==> config.mk <==
export PLATFORM = sky130hd
export DESIGN_NAME = cva5_fifo_ext_flat
export DESIGN_NICKNAME = d
export VERILOG_FILES = /design/src/rtl/cva5_fifo_ext_if.sv /design/src/rtl/cva5_fifo_ext.sv /design/src/flat_wrapper.sv
export SDC_FILE = /design/constraint.sdc
export NUM_CORES = 1
export LEC_CHECK = 0
export BUFFER_PORTS_ARGS = -buffer_cell sky130_fd_sc_hd__buf_4
export CAP_MARGIN = 20
export CELL_PAD_IN_SITES_DETAIL_PLACEMENT = 0
export CELL_PAD_IN_SITES_GLOBAL_PLACEMENT = 1
export CORE_AREA = 2 2 192 147
export CTS_CLUSTER_SIZE = 16
export DETAILED_ROUTE_END_ITERATION = 6
export DIE_AREA = 0 0 194 149
export PLACE_DENSITY = 0.55
export SKIP_CTS_REPAIR_TIMING = 1
export SLEW_MARGIN = 25
export SYNTH_ARGS = -nofsm -noshare
export SYNTH_HDL_FRONTEND = slang
export SYNTH_SLANG_ARGS = --single-unit
==> constraint.sdc <==
create_clock -name clk -period 6.75 [get_ports clk]
set_input_delay 0.675 -clock clk [delete_from_list [all_inputs] [get_ports clk]]
set_output_delay 0.675 -clock clk [all_outputs]
set_load 0.05 [all_outputs]
==> src/rtl/cva5_fifo_ext_if.sv <==
// rtl/cva5_fifo_ext_if.sv - Handshake/status bundle for the cva5_fifo_ext buffer.
interface cva5_fifo_ext_if #(
    parameter int DATA_WIDTH = 32,
    parameter int DEPTH      = 6
);
    localparam int CW = $clog2(DEPTH + 1);

    logic                  flush;
    logic                  push;
    logic [DATA_WIDTH-1:0] data_in;
    logic                  pop;
    logic [DATA_WIDTH-1:0] data_out;
    logic                  valid;
    logic                  full;
    logic [CW-1:0]         count;
    logic                  almost_full;
    logic                  almost_empty;
    logic                  overflow;
    logic                  underflow;

    modport slave (
        input  flush, push, data_in, pop,
        output data_out, valid, full, count, almost_full, almost_empty, overflow, underflow
    );

    modport master (
        output flush, push, data_in, pop,
        input  data_out, valid, full, count, almost_full, almost_empty, overflow, underflow
    );
endinterface

==> src/rtl/cva5_fifo_ext.sv <==
// rtl/cva5_fifo_ext.sv - First-word-fall-through FIFO of arbitrary depth with status and error pulses.
module cva5_fifo_ext #(
    parameter int DATA_WIDTH = 32,
    parameter int DEPTH      = 6,
    parameter int AF_THRESH  = DEPTH - 1,
    parameter int AE_THRESH  = 1,
    parameter int SAFE       = 1
) (
    input logic             clk,
    input logic             rst,
    cva5_fifo_ext_if.slave  bus
);
    localparam int CW = $clog2(DEPTH + 1);
    localparam int PW = (DEPTH > 1) ? $clog2(DEPTH) : 1;
    localparam logic [PW-1:0] LAST_IDX = PW'(DEPTH - 1);
    localparam logic [CW-1:0] FULL_CNT = CW'(DEPTH);

    logic [DATA_WIDTH-1:0] r_mem [DEPTH];
    logic [PW-1:0]         r_rd_ptr;
    logic [PW-1:0]         r_wr_ptr;
    logic [CW-1:0]         r_count;
    logic                  r_overflow;
    logic                  r_underflow;

    logic                  w_full;
    logic                  w_valid;
    logic                  w_push_eff;
    logic                  w_pop_eff;
    logic [PW-1:0]         w_rd_ptr_inc;
    logic [PW-1:0]         w_wr_ptr_inc;
    logic [CW-1:0]         w_count_next;

    always_comb begin
        w_full     = (r_count == FULL_CNT);
        w_valid    = (r_count != '0);
        w_push_eff = bus.push & ~bus.flush;
        w_pop_eff  = bus.pop & ~bus.flush;
        if (SAFE != 0) begin
            w_push_eff = bus.push & (~w_full | bus.pop) & ~bus.flush;
            w_pop_eff  = bus.pop & w_valid & ~bus.flush;
        end
        // Explicit wrap so non-power-of-2 depths use exactly DEPTH slots.
        w_rd_ptr_inc = (r_rd_ptr == LAST_IDX) ? '0 : r_rd_ptr + 1'b1;
        w_wr_ptr_inc = (r_wr_ptr == LAST_IDX) ? '0 : r_wr_ptr + 1'b1;
        w_count_next = r_count + CW'(w_push_eff) - CW'(w_pop_eff);
    end

    always_ff @(posedge clk) begin
        if (rst) begin
            r_rd_ptr    <= '0;
            r_wr_ptr    <= '0;
            r_count     <= '0;
            r_overflow  <= 1'b0;
            r_underflow <= 1'b0;
        end else begin
            r_overflow  <= bus.push & w_full & ~bus.pop & ~bus.flush;
            r_underflow <= bus.pop & ~w_valid & ~bus.flush;
            if (bus.flush) begin
                r_rd_ptr <= '0;
                r_wr_ptr <= '0;
                r_count  <= '0;
            end else begin
                if (w_push_eff) r_wr_ptr <= w_wr_ptr_inc;
                if (w_pop_eff)  r_rd_ptr <= w_rd_ptr_inc;
                r_count <= w_count_next;
            end
        end
    end

    always_ff @(posedge clk) begin
        if (w_push_eff) r_mem[r_wr_ptr] <= bus.data_in;
    end

    assign bus.data_out     = r_mem[r_rd_ptr];
    assign bus.valid        = w_valid;
    assign bus.full         = w_full;
    assign bus.count        = r_count;
    assign bus.almost_full  = (int'(r_count) >= AF_THRESH);
    assign bus.almost_empty = (int'(r_count) <= AE_THRESH);
    assign bus.overflow     = r_overflow;
    assign bus.underflow    = r_underflow;

    // A write into a full FIFO is only legal when the head is leaving in the same cycle.
    a_no_overwrite: assert property (@(posedge clk) disable iff (rst || SAFE == 0)
        !(w_push_eff && w_full && !w_pop_eff));
    a_count_range: assert property (@(posedge clk) disable iff (rst || SAFE == 0)
        r_count <= FULL_CNT);
endmodule

==> src/flat_wrapper.sv <==
// flat-port wrapper written by rule: the top's interface ports become plain ports
module cva5_fifo_ext_flat 
#(
    parameter int DATA_WIDTH = 32,
    parameter int DEPTH      = 6,
    parameter int AF_THRESH  = DEPTH - 1,
    parameter int AE_THRESH  = 1,
    parameter int SAFE       = 1
)
  (clk, rst, bus_flush, bus_push, bus_data_in, bus_pop, bus_data_out, bus_valid, bus_full, bus_count, bus_almost_full, bus_almost_empty, bus_overflow, bus_underflow);
  cva5_fifo_ext_if #(.DATA_WIDTH(DATA_WIDTH), .DEPTH(DEPTH)) bus_i ();
  input logic clk;
  input logic rst;
  input wire logic [$bits(bus_i.flush)-1:0] bus_flush;
  input wire logic [$bits(bus_i.push)-1:0] bus_push;
  input wire logic [$bits(bus_i.data_in)-1:0] bus_data_in;
  input wire logic [$bits(bus_i.pop)-1:0] bus_pop;
  output wire logic [$bits(bus_i.data_out)-1:0] bus_data_out;
  output wire logic [$bits(bus_i.valid)-1:0] bus_valid;
  output wire logic [$bits(bus_i.full)-1:0] bus_full;
  output wire logic [$bits(bus_i.count)-1:0] bus_count;
  output wire logic [$bits(bus_i.almost_full)-1:0] bus_almost_full;
  output wire logic [$bits(bus_i.almost_empty)-1:0] bus_almost_empty;
  output wire logic [$bits(bus_i.overflow)-1:0] bus_overflow;
  output wire logic [$bits(bus_i.underflow)-1:0] bus_underflow;
  assign bus_i.flush = bus_flush;
  assign bus_i.push = bus_push;
  assign bus_i.data_in = bus_data_in;
  assign bus_i.pop = bus_pop;
  assign bus_data_out = bus_i.data_out;
  assign bus_valid = bus_i.valid;
  assign bus_full = bus_i.full;
  assign bus_count = bus_i.count;
  assign bus_almost_full = bus_i.almost_full;
  assign bus_almost_empty = bus_i.almost_empty;
  assign bus_overflow = bus_i.overflow;
  assign bus_underflow = bus_i.underflow;
  cva5_fifo_ext #(.DATA_WIDTH(DATA_WIDTH), .DEPTH(DEPTH), .AF_THRESH(AF_THRESH), .AE_THRESH(AE_THRESH), .SAFE(SAFE)) u_core (.clk(clk), .rst(rst), .bus(bus_i));
endmodule
Yosys cells after proc, flatten, opt, wreduce, memory -nomap -nowiden
Memories as Yosys holds them, arrays and structs flattened. A register that Yosys moved wholly into a read port is not among the register bits. Index checks and enable logic that the tools add are counted.

Bitwise operators: 14. Add/subtract/negate cells: 4. Mux-type cells: 6. Reduce and logical (&&, ||, !) cells: 2. $lt $le $gt $ge: 2. Eq/ne operators: 3.

Operators with widths (count): 3-bit 2-to-1 mux (4); 1-bit AND (9); 3-bit == test, second input constant (3); 3-bit by 1-bit adder with 3-bit output, second input constant (2); 1-bit NOT (4); 3-bit by 1-bit adder with 3-bit output (1); 3-bit >= comparator, second input constant (1); 3-bit by 1-bit less-or-equal comparator with 1-bit output, second input constant (1); 3-bit nonzero test (1); 3-bit by 1-bit subtractor with 3-bit output (1); 1-bit 2-to-1 mux (2); 2-bit OR reduction (1); 1-bit bitwise OR (1).

Output and inout port bits: 41. Flip-flop bits (word level): 11. Memories kept: 1. Bits of input ports: 37. Memory bits (writable): 192.

Memory list: u_core.r_mem (depth 6, width 32, rd ports 1, clocked after Yosys merged registers in 1, write ports 1, RTL line cva5_fifo_ext.sv:18) `logic [DATA_WIDTH-1:0] r_mem [DEPTH];`.

Depth between registers and ports, before layout
Gate-level depths: netlist of run 1.

Depth in word-level cells: 7. Depth in mapped cells: 9. Depth with buffers taken out: 9.

Worst setup path after synthesis of run 1
Ideal clock, no wire load.

Path kind: reg-to-reg. Start: register u_core.r_count[0] (netlist: u_core.bus.count[0]). End: memory u_core.r_mem[0][0] (enable). Path buffers: 1. Setup slack: 1847 ps. Arrival: 4390 ps. Data required time: 6237 ps. Stages on the path, launching flop included: 4. Cells stage by stage: dfxtp_1 nor4bb_1 buf_2 nor4b_1.

Longest elaborated chain between the ends: 7.

RTL lines: from (decl) (RTL line cva5_fifo_ext.sv:21) `logic [CW-1:0] r_count;`; from (signal assigned) (RTL line cva5_fifo_ext.sv:65) `r_count <= w_count_next;`; 3-bit == test (RTL line cva5_fifo_ext.sv:34) `w_full = (r_count == FULL_CNT);`; 1-bit NOT (RTL line cva5_fifo_ext.sv:39) `w_push_eff = bus.push & (~w_full | bus.pop) & ~bus.flush;`; 1-bit bitwise OR (RTL line cva5_fifo_ext.sv:39); 1-bit AND (2 in series) (RTL line cva5_fifo_ext.sv:39); 1-bit 2-to-1 mux (RTL line cva5_fifo_ext.sv:71) `if (w_push_eff) r_mem[r_wr_ptr] <= bus.data_in;`; 1-bit 2-to-1 mux (implied by the code) (RTL line cva5_fifo_ext.sv:71); to (decl) (RTL line cva5_fifo_ext.sv:18).

Every way passes these cells.

==> results of run 1 <==
-- through the flow --
stage | total power [mW] | instance area [µm²] | hold WS [ns]
after floorplan | 1.52 | 7970 | 0.455
after global placement | 1.58 | 8970 | 0.454
after detailed placement | 1.58 | 8990 | 0.474
after CTS | 2.73 | 9670 | 0.371
after global routing | 2.79 | 9680 | 0.373
final | 2.69 | 9680 | 0.391
-- power breakdown --
group / leakage (nW) / internal [mW] / switching (mW) / total (mW)
Sequential: 1.85 / 1.41 / 0.00394 / 1.41
Combinational: 0.969 / 0.0513 / 0.0867 / 0.138
Clock: 0.332 / 0.664 / 0.474 / 1.14
-- cell families after synthesis --
kind of cell	share of synthesized area, %
compound gates	0.910
xor+xnor	0.220
fa+ha+maj	0.879
buf+inv	1.73
flops	75.8
mux	18.2
simple gates	2.28
-- worst max path at each step --
stage,start,to,slack [ns],cells past startpoint
2_1_floorplan,u_core.bus.count[0],u_core.r_mem[0][0],1.85,3
3_3_place_gp,flip-flop,bus_data_out[20],3.94,3
3_5_place_dp,flip-flop,bus_data_out[16],3.90,3
4_1_cts,flip-flop,bus_data_out[16],3.35,3
5_1_grt,flip-flop,bus_data_out[16],3.27,3
6_report,flip-flop,bus_data_out[29],3.44,3
-- area by class of cell --
class / count / area share, %
Sequential cell: 206 / 62.6
Clock buffer: 30 / 6.22
Tap cell: 357 / 4.62
Clock inverter: 10 / 0.802
Multi-Input combinational cell: 142 / 18.8
Inverter: 5 / 0.194
Timing Repair Buffer: 86 / 6.80
-- sequential cells by signal, indices dropped and copies added (netlist names), named ones only --
| signal | flops |
|---|---|
| u_core.r_mem | 192 |
| u_core.r_wr_ptr | 3 |
| u_core.r_rd_ptr | 3 |
| u_core.bus.overflow | 1 |
| u_core.bus.count | 3 |
| u_core.bus.underflow | 1 |
-- worst max-delay path: cells and delay by family, from the launching register on --
kind	cells	cell delay, ns
buffers and inverters	1	0.22
flip-flops	1	0.99
multiplexers	2	0.91
-- cells in the mapped netlist (2+ instances only) --
master                     count
sky130_fd_sc_hd__edfxtp_1    192
sky130_fd_sc_hd__mux2_2       35
sky130_fd_sc_hd__mux4_2       32
sky130_fd_sc_hd__mux2_1       27
sky130_fd_sc_hd__dfxtp_1      14
sky130_fd_sc_hd__nor2_1        8
sky130_fd_sc_hd__buf_6         7
sky130_fd_sc_hd__buf_2         5
sky130_fd_sc_hd__inv_1         5
sky130_fd_sc_hd__clkbuf_1      4
sky130_fd_sc_hd__ha_1          4
sky130_fd_sc_hd__nand2_1       4
sky130_fd_sc_hd__o21a_1        4
sky130_fd_sc_hd__a21oi_1       2
sky130_fd_sc_hd__and4b_1       2
sky130_fd_sc_hd__mux2_4        2
sky130_fd_sc_hd__nor4_1        2
-- metal layers --
metal	up-vias	track usage (%)	routed length, µm
li1	1696	-	-
met1	1946	14.9	7410
met2	69	19.9	8210
met3	25	2.78	651
met4	2	2.54	262
met5	-	0	12
==> PnR_summary.wiki, run 1 <==
{| class="wikitable"
! Metric !! Value
|-
| Result of the run || complete, no violations
|-
| Horizontal die dimension || 194 µm
|-
| Worst R2R Setup Slack || 4.23 ns
|-
| Core area || 27,300 µm²
|-
| Final Cycle Share || 49.1%
|-
| Worst voltage drop across the vdd grid || 0.156 mV
|-
| Wire length of the first global-routing pass || 25,300 µm
|-
| Die area || 28,900 µm²
|-
| Ant. Diodes || 0
|-
| Area share of the largest cell type after synthesis || 72.3%
|-
| RD Place Congestion || 0.695
|-
| Most used flip-flop cell after synthesis || sky130_fd_sc_hd__edfxtp_1
|-
| Maximum operating frequency || 0.302 GHz
|-
| Critical Setup Path Class || reg -> out
|-
| Post-synthesis area per instance || 21.6 µm²
|-
| Count of TritonRoute iterations in the first routing pass || 4
|-
| TritonCTS clock tree || built
|-
| First-iteration detailed-routing DRC count || 205
|-
| Final-layout fill cell count || 2,580
|-
| Max-Cap Viols || 0
|-
| Number of antenna violations at the first check in global routing || 1
|-
| Unique masters post-synth || 37
|-
| Aggregate routed wire length || 16,500 µm
|-
| Required time at the worst-slack endpoint || 6.07 ns
|-
| Total power density per cell area || 278 nW/µm²
|-
| CP arrival || 2.64 ns
|-
| Register area || 6050 µm²
|-
| Critical-path maximum fanout || 64
|-
| Total nets after synthesis || 411
|-
| Post-Route Setup TNS || 0 ns
|-
| Cell depth of the worst flop-to-flop path || 5
|-
| Final worst path period need || 3.32 ns
|-
| CP startpoint kind || flip-flop
|-
| Commonest cells after routing, fill and taps aside || sky130_fd_sc_hd__edfxtp_1, sky130_fd_sc_hd__buf_4, sky130_fd_sc_hd__mux2_2
|-
| Kind of end point of the critical path || primary output
|-
| Hold Crit Class || in -> reg
|-
| Syn Std Cell Area || 7970 µm²
|-
| H-tree lvl count || 1
|-
| Rows || 53
|-
| Clock sink count || 206
|-
| Clock-pin slew on the worst setup and hold paths || 0.06 ns
|-
| Beginning of the worst register-to-register path || u_core.bus.count[0]
|-
| GRT Overall Usage || 11.5%
|-
| Die height || 149 µm
|-
| Most common cell after layout, fill and taps aside || sky130_fd_sc_hd__edfxtp_1
|-
| Post-synth EDFFs || 192
|-
| Area growth from synthesis to layout || 21.3%
|-
| Post-DP HPWL || 9460 µm
|-
| Post-synthesis instance total || 369
|-
| Seq cells post-synth || 206
|-
| Initial cell density of the core || 29.2%
|-
| Slew Limit Fails || 0
|-
| # port buffers || 77
|-
| Final worst setup slack || 3.44 ns
|-
| Hold Path Cell Cnt || 1
|-
| Cell taking the most area after synthesis || sky130_fd_sc_hd__edfxtp_1
|-
| Number of setup violations in the final report || 0
|-
| Area occupied by multi-input gates || 1820 µm²
|-
| Clock skew after layout || 0.0115 ns
|-
| Measured slew at the worst slew-check pin || 0.973 ns
|-
| Unrepaired setup endpoints after global routing || no
|-
| Fraction of synthesis flops using an asynchronous set or reset pin || 0%
|-
| Worst-case hold path end point || u_core.r_mem[3][17]
|-
| Post-Layout Cell Count || 836
|-
| Slowest cell delay on critical path || 0.99 ns
|-
| Slew HR || 35.2%
|-
| Fin. Hold Viols || 0
|-
| Cell with the largest stage delay on the worst path || sky130_fd_sc_hd__dfxtp_4
|-
| Num CTS Buffers || 23
|-
| Ratio of cells with drive above 1 in the final layout || 40.9%
|-
| Cells after DPL || 796
|-
| Clock Path Buffers || 3
|-
| Number of synthesis warnings || 0
|-
| Sequential fraction of the synthesis area || 75.8%
|-
| Final layout net count || 506
|-
| Leakage || 3.15 nW
|-
| Routed Antenna Nets || 0
|-
| Post-detailed-route DRC marker count || 0
|-
| I/O pin cnt || 78
|-
| Minimum setup slack after placement || 3.90 ns
|-
| Most area-consuming cells after synthesis || sky130_fd_sc_hd__edfxtp_1, sky130_fd_sc_hd__mux4_2, sky130_fd_sc_hd__mux2_2
|-
| Startpoint of the lowest-slack hold path || bus_data_in[17]
|-
| Total global routing overflow || 0
|-
| Maximum number of pins on one net before global-route repair || 65
|-
| Final Core Density || 35.4%
|-
| Number of global-route vias before repair || 4,166
|-
| Worst-path cell chain || mux2_2 -> mux4_2 -> buf_4
|-
| Routed via count || 3,738
|-
| Endpoint of the worst register-to-register path || u_core.r_mem[2][20]
|-
| Number of vias per cell || 4.47
|-
| Detailed-route wire length per cell || 19.8 µm
|-
| Cell chosen for the clock root || sky130_fd_sc_hd__clkbuf_16
|-
| Skew-Pair Late Insertion Delay || 0.50 ns
|}
No activity file was read; power rests on OpenSTA's default activity.
==> run 2, diff against run 1 <==
- clock period: 6.75 -> 3.3 ns (I/O delays scaled with it)
==> run 2 against run 1 <==
Clock skew about the same. Sequential power rose by 100%. Register-to-register slack got worse by 3.3 ns. Combinational power rose by 100%. Die area is the same. Largest cell class unchanged. Highest routed layer is now met4.
==> PnR_summary.wiki, run 2 (synthesized netlist as in run 1, its figures left out) <==
{| class="wikitable"
! Metric !! Value
|-
| Wire length of the first global-routing pass || 24,600 µm
|-
| Slew HR || 43.3%
|-
| Die area || 28,900 µm²
|-
| CP arrival || 2.43 ns
|-
| Beginning of the worst register-to-register path || u_core.bus.count[1]
|-
| Max FFs per register || 192
|-
| Total power density per cell area || 567 nW/µm²
|-
| Hold slack || 0.0500 ns
|-
| Post-DP HPWL || 9610 µm
|-
| Slowest cell delay on critical path || 0.60 ns
|-
| Critical-path maximum fanout || 26
|-
| Hold Crit Class || in -> reg
|-
| Area growth from synthesis to layout || 22.7%
|-
| Startpoint of the lowest-slack hold path || bus_data_in[28]
|-
| Core area || 27,300 µm²
|-
| Most common cell after layout, fill and taps aside || sky130_fd_sc_hd__edfxtp_1
|-
| H-tree lvl count || 1
|-
| Kind of end point of the critical path || primary output
|-
| Die height || 149 µm
|-
| Endpoint of the worst register-to-register path || u_core.r_mem[2][27]
|-
| Routed Antenna Nets || 0
|-
| Total global routing overflow || 0
|-
| TritonCTS clock tree || built
|-
| Maximum number of pins on one net before global-route repair || 33
|-
| Worst R2R Setup Slack || 0.97 ns
|-
| Most flop-heavy register || u_core.r_mem
|-
| Ant. Diodes || 0
|-
| Number of global-route vias before repair || 4,032
|-
| CP startpoint kind || flip-flop
|-
| Post-Route Setup TNS || 0 ns
|-
| RD Place Congestion || 0.719
|-
| Clock sink count || 206
|-
| Cell chosen for the clock root || sky130_fd_sc_hd__clkbuf_16
|-
| Measured slew at the worst slew-check pin || 0.839 ns
|-
| Num CTS Buffers || 22
|-
| Number of vias per cell || 4.48
|-
| Cells after DPL || 800
|-
| Fin. Hold Viols || 0
|-
| Initial cell density of the core || 29.2%
|-
| Cell with the largest stage delay on the worst path || sky130_fd_sc_hd__dfxtp_4
|-
| Total cell area at the placement stage || 9080 µm²
|-
| Critical Setup Path Class || reg -> out
|-
| Clock Path Buffers || 3
|-
| Post-detailed-route DRC marker count || 0
|-
| Final std cell area, no fill || 9780 µm²
|-
| Rows || 53
|-
| Minimum setup slack after placement || 0.921 ns
|-
| Count of TritonRoute iterations in the first routing pass || 4
|-
| Final layout net count || 509
|-
| Worst-path cell chain || buf_12 -> mux2_2 -> mux4_2 -> buf_4
|-
| Routed via count || 3,759
|-
| Worst voltage drop across the vdd grid || 0.359 mV
|-
| Max-Cap Viols || 0
|-
| Final worst setup slack || 0.536 ns
|-
| Commonest cells after routing, fill and taps aside || sky130_fd_sc_hd__edfxtp_1, sky130_fd_sc_hd__buf_4, sky130_fd_sc_hd__mux2_2
|-
| Slew Limit Fails || 0
|-
| Clock skew after layout || 0.0117 ns
|-
| Aggregate routed wire length || 16,200 µm
|-
| Horizontal die dimension || 194 µm
|-
| Number of setup violations in the final report || 0
|-
| Result of the run || complete, no violations
|-
| # port buffers || 77
|-
| Leakage || 3.21 nW
|-
| Worst setup path endpoint || bus_data_out[29]
|-
| Number of antenna violations at the first check in global routing || 0
|-
| Detailed-route wire length per cell || 19.3 µm
|-
| Final Core Density || 35.8%
|-
| GRT Overall Usage || 11.3%
|-
| Maximum operating frequency || 0.362 GHz
|-
| I/O pin cnt || 78
|-
| Cell depth of the worst flop-to-flop path || 5
|-
| Final Cycle Share || 83.8%
|-
| Clock-pin slew on the worst setup and hold paths || 0.06 ns
|-
| Post-Layout Cell Count || 840
|-
| Ratio of cells with drive above 1 in the final layout || 41.8%
|-
| Skew-Pair Late Insertion Delay || 0.49 ns
|-
| Total Power || 5.55 mW
|-
| Final worst path period need || 2.76 ns
|-
| Unrepaired setup endpoints after global routing || no
|-
| First-iteration detailed-routing DRC count || 222
|-
| Required time at the worst-slack endpoint || 2.97 ns
|}
-- run 2: worst min path at each step --
stage                                to  depth (start not counted)
detailed placement            flip-flop                          2
global route        u_core.r_mem[0][22]                          1
floorplan            u_core.r_mem[0][0]                          0
global placement              flip-flop                          2
CTS                 u_core.r_mem[0][22]                          1
finish              u_core.r_mem[4][28]                          1
-- run 2: area by class of cell --
cell class                      count  area (µm²)
Inverter                            5        18.8
Clock inverter                     13         110
Fill cell                        2550       17500
Tap cell                          357         447
Clock buffer                       27         591
Timing Repair Buffer               90         726
Sequential cell                   206        6050
Multi-Input combinational cell    142        1840
-- run 2: per-layer routing --
layer  track usage, %  wire length (µm)  vias to the layer above
met4             2.31               241                        0
met1             15.1              7200                     1954
met2             18.9              7980                       80
met3             2.89               808                       18
met5                0                 0                        -
li1                 -                 -                     1707
-- run 2: worst max-delay path, delay by kind of cell, from the launching register on --
family,cells,cell delay [ns]
buffers and inverters,2,0.47
muxes,2,0.85
DFF,1,0.60
-- run 2: report_power, final --
part           internal (mW)  switching, mW
clock                   1.42          0.953
sequential              2.88         0.0105
combinational          0.106          0.175
==> run 3, diff against run 2 <==
- ABC_AREA: unset -> 1
- CORE_AREA: 2 2 192 147 -> 2 2 195 149
- DIE_AREA: 0 0 194 149 -> 0 0 197 151
- PLACE_DENSITY: 0.55 -> 0.58
- clock period: 3.3 -> 2.73 ns (I/O delays scaled with it)
==> run 3 against run 2 <==
Count of clock-buffer cells in the layout down 1. Sequential power grew 21%. Die area increased by 2.9%. Non-clock buffer count up 24. Via count grew 37%. Global-route usage increased by 1.6 points. First-iteration DRC count rose by 28%. Synthesized area rose by 3.2%. Setup slack worse by 0.24 ns. Flip-flop and latch count unchanged. Critical endpoint is now bus_data_out[11]. Largest cell class unchanged.
==> PnR_summary.wiki, run 3 <==
{| class="wikitable"
! Metric !! Value
|-
| Max FFs per register || 192
|-
| Area growth from synthesis to layout || 23.5%
|-
| Clock Path Buffers || 3
|-
| Total nets after synthesis || 686
|-
| Most instantiated cells after synthesis || sky130_fd_sc_hd__edfxtp_1, sky130_fd_sc_hd__nand2_1, sky130_fd_sc_hd__nand3_1
|-
| Max-Cap Viols || 0
|-
| Clock-pin slew on the worst setup and hold paths || 0.06 ns
|-
| Wire length of the first global-routing pass || 29,300 µm
|-
| Final worst setup slack || 0.300 ns
|-
| Worst R2R Setup Slack || 0.65 ns
|-
| Final worst path period need || 2.43 ns
|-
| Post-DP HPWL || 11,500 µm
|-
| Critical-path maximum fanout || 47
|-
| Critical Setup Path Class || reg -> out
|-
| Post-synth EDFFs || 192
|-
| Unique masters post-synth || 29
|-
| Total cell area at the placement stage || 9290 µm²
|-
| Aggregate routed wire length || 19,400 µm
|-
| Cell chosen for the clock root || sky130_fd_sc_hd__clkbuf_16
|-
| Rows || 53
|-
| RD Place Congestion || 0.766
|-
| Minimum setup slack after placement || 0.661 ns
|-
| Final-layout fill cell count || 2,666
|-
| CP arrival || 2.16 ns
|-
| Worst-case hold path end point || u_core.r_mem[1][30]
|-
| # port buffers || 77
|-
| Maximum number of pins on one net before global-route repair || 97
|-
| Post-detailed-route DRC marker count || 0
|-
| Most flop-heavy register || u_core.r_mem
|-
| Total global routing overflow || 0
|-
| CP startpoint kind || flip-flop
|-
| Commonest cells after routing, fill and taps aside || sky130_fd_sc_hd__edfxtp_1, sky130_fd_sc_hd__nand2_1, sky130_fd_sc_hd__buf_4
|-
| Core area || 27,700 µm²
|-
| Hold Path Cell Cnt || 1
|-
| Endpoint of the worst register-to-register path || u_core.bus.count[2]
|-
| Slew HR || 56.6%
|-
| Measured slew at the worst slew-check pin || 0.650 ns
|-
| First-iteration detailed-routing DRC count || 285
|-
| Number of vias per cell || 4.60
|-
| Post-synthesis instance total || 644
|-
| Num CTS Buffers || 22
|-
| Detailed-route wire length per cell || 17.3 µm
|-
| Total power density per cell area || 671 nW/µm²
|-
| Area occupied by multi-input gates || 1920 µm²
|-
| Unrepaired setup endpoints after global routing || no
|-
| Skew-Pair Late Insertion Delay || 0.50 ns
|-
| Cell with the most instances after synthesis || sky130_fd_sc_hd__edfxtp_1
|-
| Most used flip-flop cell after synthesis || sky130_fd_sc_hd__edfxtp_1
|-
| H-tree lvl count || 1
|-
| Area share of the largest cell type after synthesis || 70.1%
|-
| Most area-consuming cells after synthesis || sky130_fd_sc_hd__edfxtp_1, sky130_fd_sc_hd__nand2_1, sky130_fd_sc_hd__nand3_1
|-
| I/O pin cnt || 78
|-
| Fraction of synthesis flops using an asynchronous set or reset pin || 0%
|-
| Register area || 6050 µm²
|-
| Hold Crit Class || in -> reg
|-
| Cell taking the most area after synthesis || sky130_fd_sc_hd__edfxtp_1
|-
| Initial cell density of the core || 29.7%
|-
| Clock sink count || 206
|-
| Slew Limit Fails || 0
|-
| Final layout net count || 790
|-
| GRT Overall Usage || 12.9%
|-
| Number of antenna violations at the first check in global routing || 1
|-
| Ant. Diodes || 0
|-
| Ratio of cells with drive above 1 in the final layout || 23.6%
|-
| Result of the run || complete, no violations
|-
| Seq cells post-synth || 206
|-
| Die height || 151 µm
|-
| Most common cell after layout, fill and taps aside || sky130_fd_sc_hd__edfxtp_1
|-
| Maximum operating frequency || 0.412 GHz
|-
| Final Cycle Share || 89.0%
|-
| Sequential fraction of the synthesis area || 73.5%
|-
| Routed Antenna Nets || 0
|-
| Final std cell area, no fill || 10,200 µm²
|-
| Beginning of the worst register-to-register path || u_core.bus.count[1]
|-
| Cell depth of the worst flop-to-flop path || 11
|-
| Number of global-route vias before repair || 5,024
|-
| Startpoint of the lowest-slack hold path || bus_data_in[30]
|-
| Routed via count || 5,147
|-
| Syn Std Cell Area || 8230 µm²
|-
| Leakage || 3.65 nW
|-
| Post-synthesis area per instance || 12.8 µm²
|-
| Kind of end point of the critical path || primary output
|-
| Number of setup violations in the final report || 0
|-
| Required time at the worst-slack endpoint || 2.46 ns
|-
| Count of TritonRoute iterations in the first routing pass || 5
|-
| Fin. Hold Viols || 0
|-
| Die area || 29,700 µm²
|-
| Horizontal die dimension || 197 µm
|-
| Number of synthesis warnings || 0
|-
| Worst voltage drop across the vdd grid || 0.431 mV
|-
| TritonCTS clock tree || built
|-
| Clock skew after layout || 0.0119 ns
|}
-- run 3: final cells by class --
cell class	instances	share of cell area, %
clock inverter	12	1.10
tap	357	4.39
sequential	206	59.5
inverter	22	0.837
clock buffer	26	5.77
multi-input combinational	382	18.9
timing repair buffer	114	9.48
-- run 3: power breakdown --
group | internal [mW] | switching (mW) | leakage [nW]
clock | 1.72 | 1.17 | 0.343
combinational | 0.147 | 0.292 | 1.46
sequential | 3.49 | 0.0115 | 1.85
-- run 3: layer usage --
layer  wire, µm  global-route usage, %  vias to the layer above
met4        444                   3.23                        2
met3        903                   2.40                       34
li1           -                      -                     2481
met2       8740                   20.7                      127
met1       9260                   18.2                     2503
met5         13                      0                        -
-- run 3: worst max-delay path by stage --
stage / start / to / depth (start not counted)
after floorplan: u_core.bus.count[0] / u_core.r_mem[0][0] / 4
after global placement: u_core.bus.count[1] / u_core.bus.count[2] / 11
after detailed placement: u_core.bus.count[1] / u_core.bus.count[2] / 11
after CTS: flip-flop / bus_data_out[1] / 6
after global routing: flip-flop / bus_data_out[10] / 7
final: flip-flop / bus_data_out[11] / 7
-- run 3: per-stage QoR --
stage / utilization (%) / hold WS (ns) / power, mW / setup TNS [ns] / std cells
2_1_floorplan: - / 0.372 / 3.81 / -33.20 / 644
3_3_place_gp: 33.5 / 0.468 / 3.98 / 0 / 1063
3_5_place_dp: 33.5 / 0.473 / 3.99 / 0 / 1063
4_1_cts: 36.0 / -0.0251 / 6.90 / 0 / 1101
5_1_grt: 36.7 / 0.000432 / 7.06 / 0 / 1119
6_report: 36.7 / 0.00576 / 6.82 / 0 / 1119
-- run 3: cell families after synthesis --
family,after synthesis,synth area share [%]
AOI/OAI and AO/OA,68,4.64
xor gates and xnor gates,1,0.106
adders and majority gates,5,0.851
buffers and inverters,56,3.68
DFF,206,73.5
and+or+nand+nor,308,17.3
-- run 3: critical path: stages, from the launching register on --
cell and delay, ns:
sky130_fd_sc_hd__dfxtp_4 0.36, sky130_fd_sc_hd__inv_4 0.38, sky130_fd_sc_hd__buf_12 0.28, sky130_fd_sc_hd__nand2_1 0.08
sky130_fd_sc_hd__nand3_1 0.07, sky130_fd_sc_hd__nand3_1 0.13, sky130_fd_sc_hd__o21ai_1 0.13, sky130_fd_sc_hd__buf_4 0.21
